## src/rtl/clk_div_pkg.sv

```systemverilog
// ----------------------------------------------------------------------------
// clk_div_pkg
// Shared definitions for the multi-channel integer clock divider.
//   RATIO_WIDTH_DEF : default width of one channel's ratio field
//   BYPASS_RATIO    : adopted-ratio value that means "pass the reference clock"
//   chan_action_t   : per-edge decision taken by one divider channel
//   half_hi()       : number of ref cycles in the divided high phase, ceil(R/2)
// ----------------------------------------------------------------------------
package clk_div_pkg;

    localparam int RATIO_WIDTH_DEF = 8;
    localparam int BYPASS_RATIO    = 0;

    // What a channel does on the next reference edge.
    typedef enum logic [1:0] {
        ACT_ADVANCE = 2'd0,  // mid-period: step the counter
        ACT_WRAP    = 2'd1,  // period end, same ratio: start a new period
        ACT_ADOPT   = 2'd2,  // period end, new setting: take it and acknowledge
        ACT_IDLE    = 2'd3   // bypass with nothing new requested
    } chan_action_t;

    // High phase length for ratio R is ceil(R/2); computed at 32 bits so the
    // +1 cannot overflow for the maximum ratio of any practical field width.
    function automatic logic [31:0] half_hi(input logic [31:0] ratio);
        return (ratio + 32'd1) >> 1;
    endfunction

endpackage

```

## src/rtl/clk_div_chan.sv

```systemverilog
// ----------------------------------------------------------------------------
// clk_div_cmux
// Clock multiplexer cell. Kept as its own module so it can be mapped to (and
// preserved as) a dedicated clock-mux library cell.
//   i_clk0 : selected when i_sel = 0
//   i_clk1 : selected when i_sel = 1
//   i_sel  : select
//   o_clk  : muxed clock
// ----------------------------------------------------------------------------
module clk_div_cmux (
    input  logic i_clk0,
    input  logic i_clk1,
    input  logic i_sel,
    output logic o_clk
);

    assign o_clk = i_sel ? i_clk1 : i_clk0;

endmodule

// ----------------------------------------------------------------------------
// clk_div_chan
// One divider channel. Divides i_ref_clk by the adopted ratio, or passes the
// reference clock through when the adopted ratio is 0 (bypass). New settings
// are only adopted at a divided-period boundary so no runt pulses appear.
//   i_ref_clk   : reference clock, all state on posedge
//   i_rst_n     : asynchronous active-low reset
//   i_clk_en    : channel enable; 0 requests bypass
//   i_div_ratio : requested ratio; 0 or 1 requests bypass
//   o_div_clk   : divided clock, or i_ref_clk while in bypass
//   o_active    : 1 while dividing
//   o_tick      : one ref cycle pulse at the start of each divided high phase
//   o_ratio_ack : one ref cycle pulse when a new setting is adopted
// ----------------------------------------------------------------------------
module clk_div_chan
    import clk_div_pkg::*;
#(
    parameter int RATIO_WIDTH = RATIO_WIDTH_DEF
) (
    input  logic                   i_ref_clk,
    input  logic                   i_rst_n,
    input  logic                   i_clk_en,
    input  logic [RATIO_WIDTH-1:0] i_div_ratio,
    output logic                   o_div_clk,
    output logic                   o_active,
    output logic                   o_tick,
    output logic                   o_ratio_ack
);

    localparam logic [RATIO_WIDTH-1:0] RATIO_BYPASS = RATIO_WIDTH'(BYPASS_RATIO);
    localparam logic [RATIO_WIDTH-1:0] RATIO_ONE    = RATIO_WIDTH'(1);
    localparam logic [RATIO_WIDTH-1:0] RATIO_MIN    = RATIO_WIDTH'(2);

    logic [RATIO_WIDTH-1:0] r_act;     // adopted ratio, 0 = bypass
    logic [RATIO_WIDTH-1:0] cnt;       // position in period, 1..r_act
    logic                   div_q;     // registered divided clock
    logic                   ack_q;

    logic [RATIO_WIDTH-1:0] req;
    logic                   boundary;
    logic [RATIO_WIDTH:0]   cnt_inc;   // one bit wider so the compare is exact
    logic [31:0]            hi_len;
    chan_action_t           action;

    // Requested ratio after folding the enable and the 0/1 bypass values in.
    assign req      = (i_clk_en && (i_div_ratio >= RATIO_MIN)) ? i_div_ratio : RATIO_BYPASS;
    assign boundary = (r_act == RATIO_BYPASS) || (cnt == r_act);
    assign cnt_inc  = {1'b0, cnt} + {{RATIO_WIDTH{1'b0}}, 1'b1};
    assign hi_len   = half_hi(32'(r_act));

    // NOTE: every signal written in always_comb gets a default first, so no
    // path can leave it unassigned and infer a latch.
    always_comb begin
        action = ACT_ADVANCE;
        if (boundary) begin
            if (req != r_act) begin
                action = ACT_ADOPT;
            end else if (r_act != RATIO_BYPASS) begin
                action = ACT_WRAP;
            end else begin
                action = ACT_IDLE;
            end
        end
    end

    // NOTE: sequential state uses non-blocking assignments so every register
    // samples the pre-edge values, independent of statement order.
    always_ff @(posedge i_ref_clk or negedge i_rst_n) begin
        if (!i_rst_n) begin
            r_act <= RATIO_BYPASS;
            cnt   <= '0;
            div_q <= 1'b0;
            ack_q <= 1'b0;
        end else begin
            ack_q <= 1'b0;
            unique case (action)
                ACT_ADOPT: begin
                    r_act <= req;
                    ack_q <= 1'b1;
                    if (req != RATIO_BYPASS) begin
                        cnt   <= RATIO_ONE;
                        div_q <= 1'b1;
                    end else begin
                        cnt   <= '0;
                        div_q <= 1'b0;
                    end
                end
                ACT_WRAP: begin
                    cnt   <= RATIO_ONE;
                    div_q <= 1'b1;
                end
                ACT_IDLE: begin
                    cnt   <= '0;
                    div_q <= 1'b0;
                end
                default: begin
                    // Not at a boundary implies cnt < r_act, so the increment
                    // never wraps even at the maximum ratio.
                    cnt   <= cnt_inc[RATIO_WIDTH-1:0];
                    div_q <= (32'(cnt_inc) <= hi_len);
                end
            endcase
        end
    end

    assign o_active    = (r_act != RATIO_BYPASS);
    assign o_tick      = o_active && (cnt == RATIO_ONE);
    assign o_ratio_ack = ack_q;

    // The select only changes on a posedge; leaving divide mode happens at a
    // boundary, where div_q has been low for the whole final low phase.
    (* dont_touch = "true" *)
    clk_div_cmux u_cmux (
        .i_clk0 (i_ref_clk),
        .i_clk1 (div_q),
        .i_sel  (o_active),
        .o_clk  (o_div_clk)
    );

endmodule

```

## src/rtl/clk_div_multi.sv

```systemverilog
// ----------------------------------------------------------------------------
// clk_div_multi
// NUM_CH independent integer clock dividers sharing one reference clock.
//   i_ref_clk   : reference clock
//   i_rst_n     : asynchronous active-low reset
//   i_clk_en    : per-channel enable, 0 requests bypass
//   i_div_ratio : channel c ratio at [c*RATIO_WIDTH +: RATIO_WIDTH]
//   o_div_clk   : per-channel divided clock (ref clock while in bypass)
//   o_active    : per-channel 1 = dividing
//   o_tick      : per-channel start-of-high-phase pulse
//   o_ratio_ack : per-channel setting-adopted pulse
// ----------------------------------------------------------------------------
module clk_div_multi
    import clk_div_pkg::*;
#(
    parameter int NUM_CH      = 2,
    parameter int RATIO_WIDTH = RATIO_WIDTH_DEF
) (
    input  logic                          i_ref_clk,
    input  logic                          i_rst_n,
    input  logic [NUM_CH-1:0]             i_clk_en,
    input  logic [NUM_CH*RATIO_WIDTH-1:0] i_div_ratio,
    output logic [NUM_CH-1:0]             o_div_clk,
    output logic [NUM_CH-1:0]             o_active,
    output logic [NUM_CH-1:0]             o_tick,
    output logic [NUM_CH-1:0]             o_ratio_ack
);

    for (genvar c = 0; c < NUM_CH; c++) begin : g_chan
        clk_div_chan #(
            .RATIO_WIDTH (RATIO_WIDTH)
        ) u_chan (
            .i_ref_clk   (i_ref_clk),
            .i_rst_n     (i_rst_n),
            .i_clk_en    (i_clk_en[c]),
            .i_div_ratio (i_div_ratio[c*RATIO_WIDTH +: RATIO_WIDTH]),
            .o_div_clk   (o_div_clk[c]),
            .o_active    (o_active[c]),
            .o_tick      (o_tick[c]),
            .o_ratio_ack (o_ratio_ack[c])
        );
    end

endmodule

```

## config.mk

```make
export PLATFORM = sky130hd
export DESIGN_NAME = clk_div_multi
export DESIGN_NICKNAME = d
export VERILOG_FILES = /design/src/rtl/clk_div_pkg.sv /design/src/rtl/clk_div_chan.sv /design/src/rtl/clk_div_multi.sv
export SDC_FILE = /design/constraint.sdc
export NUM_CORES = 1
export LEC_CHECK = 0
export CAP_MARGIN = 20
export CORE_AREA = 2 2 64 90
export CTS_BUF_LIST = sky130_fd_sc_hd__clkbuf_8
export DETAILED_ROUTE_END_ITERATION = 8
export DIE_AREA = 0 0 66 92
export PLACE_DENSITY = 0.88
export SYNTH_ARGS = -nofsm -noshare
export SYNTH_HDL_FRONTEND = slang
export SYNTH_SLANG_ARGS = --single-unit
```

## constraint.sdc

```tcl
create_clock -name i_ref_clk -period 3.9 [get_ports i_ref_clk]
set_input_delay 0.585 -clock i_ref_clk [delete_from_list [all_inputs] [get_ports i_ref_clk]]
set_output_delay 0.585 -clock i_ref_clk [all_outputs]
set_load 0.01 [all_outputs]
```

==> results of run 1 <==
-- flip-flops by register name (all words and copies together) (netlist names) --
| register | flops |
|---|---|
| g_chan.u_chan.div_q | 2 |
| g_chan.u_chan.r_act | 16 |
| g_chan.u_chan.o_ratio_ack | 2 |
| g_chan.u_chan.cnt | 16 |
-- power groups by stage --
stage | Combinational, mW | Sequential, mW | Clock (mW)
final | 0.524 | 0.550 | 0.491
after detailed placement | 0.508 | 0.554 | 0.0133
after global routing | 0.579 | 0.556 | 0.523
after CTS | 0.523 | 0.546 | 0.508
after global placement | 0.478 | 0.548 | 0.0133
after floorplan | 0.414 | 0.499 | 0.0116
-- metrics by stage --
| stage | cell area (um^2) | power (mW) | hold slack (ns) |
|---|---|---|---|
| after global placement | 3220 | 1.04 | 0.659 |
| after detailed placement | 3220 | 1.08 | 0.674 |
| after global routing | 3400 | 1.66 | 0.350 |
| after CTS | 3400 | 1.58 | 0.308 |
| final | 3400 | 1.57 | 0.294 |
| after floorplan | 3030 | 0.925 | 0.289 |
-- area by class of cell --
class | instances | area, um^2 | area share (%)
repair buffers | 25 | 245 | 7.21
clock inverters | 1 | 30.0 | 0.883
flip-flops and latches | 36 | 901 | 26.5
inverters | 20 | 75.1 | 2.21
well taps | 68 | 85.1 | 2.50
clock buffers | 13 | 171 | 5.04
multi-input cells | 259 | 1890 | 55.7
-- logic make-up after synthesis --
| group | share of synthesized area, % |
|---|---|
| AND/OR/NAND/NOR | 21.7 |
| AO/OA/AOI/OAI | 11.0 |
| XOR/XNOR | 13.9 |
| buffers and inverters | 7.69 |
| flip-flops | 29.8 |
| adder cells (fa/ha/maj) | 9.92 |
| multiplexers | 6.04 |
-- per-layer routing --
metal  global-route usage (%)  part of all wire, %  up-vias
met2                     44.9                   55       95
li1                         -                    -     1210
met3                     5.40                  4.6       22
met4                     13.9                  3.4        0
met5                        0                    0        -
met1                     27.2                   37     1251
-- final timing paths --
check / endpoint / slack [ns] / startpoint
max reg2reg: g_chan[1].u_chan.div_q / 1.44 / g_chan[1].u_chan.r_act[1]
max: o_div_clk[0] / 0.40 / i_ref_clk
max in group asynchronous: g_chan[0].u_chan.r_act[5] / 3.06 / i_rst_n
min: g_chan[1].u_chan.cnt[5] / 0.29 / i_rst_n
min in group i_ref_clk: g_chan[0].u_chan.cnt[0] / 0.70 / g_chan[0].u_chan.cnt[0]
min reg2reg: g_chan[0].u_chan.cnt[0] / 0.70 / g_chan[0].u_chan.cnt[0]
-- cells in the final DEF (no fill, tap or decap), types with 8 or more instances in the layout --
cell / count
and3_1: 12
nand2_1: 31
nand3b_1: 8
inv_1: 20
dfrtp_1: 36
xnor2_1: 28
o21ai_0: 11
nor2_1: 12
nor3_1: 11
xor2_1: 20
o22ai_1: 9
nand3_1: 17
ha_1: 24
nor2b_1: 8
mux2i_1: 16
clkbuf_8: 11
clkdlybuf4s50_1: 26
==> results.json, run 1 <==
{
  "port_buffers": 27,
  "hold_class": "input pin to async pin",
  "drt_first_pass_iters": 4,
  "worstPathArrival_ns": 2.91,
  "p_clk_share_pct": 31.4,
  "final_nets": 397,
  "p_switching_mw": 0.556,
  "seqPwrFrac_pct": 35.1,
  "synth_common_cells": "36 x dfrtp_1, 31 x nand2_1, 28 x xnor2_1, 24 x ha_1",
  "post_cts_buffers": 0,
  "synth_area_per_cell_um2": 8.95,
  "rr_worst_depth": 11,
  "slowest_stage": "clkdlybuf4s50_1",
  "p_int_mw": 1.01,
  "p_sw_share_pct": 35.5,
  "synth-edff-count": 0,
  "ctsHoldBuffers": 0,
  "status": "finished, final reports clean",
  "rsz0062_at_grt": "false",
  "drt_wl_total_mm": 7.10,
  "antenna_cells": 0,
  "initial_core_util_pct": 56.4,
  "vias_per_cell": 6.11,
  "placedCellCount": 410,
  "cap_violations": 0,
  "worstSetupPathType": "clock port to output port",
  "yosysUniqueCellTypes": 45,
  "cp.depth": 4,
  "clock_latency_ns": 0.40,
  "fin_tns_setup_ns": 0,
  "hold_viol_final": 0,
  "antenna_found_initial": 0,
  "synthTopCellsByArea": "dfrtp_1 30%, ha_1 9.9%, xnor2_1 8.1%",
  "syn_inst": 338,
  "syn_to_final_growth_pct": 12.4,
  "synthFlopType": "dfrtp_1",
  "critPathMaxStageDelay_ns": 0.47,
  "die_h_um": 92,
  "synth_nets": 382,
  "finalClockSkew_ns": 0.00604,
  "synthMostInstantiatedCell": "dfrtp_1",
  "leakagePower_nw": 1.57,
  "synth_top_area_share_pct": 29.8,
  "num_vias": 2578,
  "clk_pin_slew_ns": 0.08,
  "drive_gt1_share_pct": 7.06,
  "place_ws_ns": 0.661,
  "cts_tree": "built",
  "synth_largest_area_cell": "dfrtp_1",
  "ctsResizeCount": 0,
  "yosysSeqAreaShare_pct": 29.8,
  "crit_buf_inv": 3,
  "grt_pass1_vias": 2546,
  "fp-row-count": 32,
  "hpwl_mm": 5.19,
  "path_delay_family": "buffers and inverters",
  "relSlewSlack_pct": 42.3,
  "core_um2": 5370,
  "worst-slew-pin-transition_ns": 0.865,
  "critPathMaxFanout": 2,
  "utilization_pct": 63.4,
  "cpMostUsedCell": "clkbuf_8",
  "synth_seq_cells": 36,
  "place.gp.congestion": 0.910,
  "drv_slew": 0,
  "yosysWarnings": 0,
  "drtIter0Drc": 259,
  "grt_pass1_wl_mm": 11.8,
  "ir_drop_mv": 0.186,
  "syn-cell-area_um2": 3030,
  "gr-usage-all-layers_pct": 25.3,
  "async_flop_share_pct": 100,
  "grt-ovfl-total": 0,
  "power_density_nw_per_um2": 460,
  "cp-start-kind": "clock port",
  "design.die.area_um2": 6070,
  "num_io_pins": 28,
  "post-route-drc-count": 0,
  "p_comb_share_pct": 33.5,
  "critPathRequiredTime_ns": 3.31,
  "setup_viol_count_final": 0,
  "crit_path_cell_trace": "clkbuf_8 -> clkbuf_8 -> mux2_2 -> clkdlybuf4s50_1",
  "grt_max_degree": 37,
  "ant_nets": 0,
  "post_drt_wl_per_cell_um": 16.8,
  "fp.dieW_um": 66,
  "postLayoutSetupSlackWorst_ns": 0.401,
  "cp-end-kind": "output port",
  "fin_cells": 422,
  "fillers": 465
}
Power figures use the tool's default switching activity.
==> run 2, diff against run 1 <==
- SLEW_MARGIN: unset -> 30
==> results of run 2 <==
Same layout as run 1: the final DEF is identical, and so are final timing and power.
==> run 3, diff against run 2 <==
- CAP_MARGIN: 20 -> unset
==> results of run 3 <==
Same layout as run 1: the final DEF is identical, and so are final timing and power.
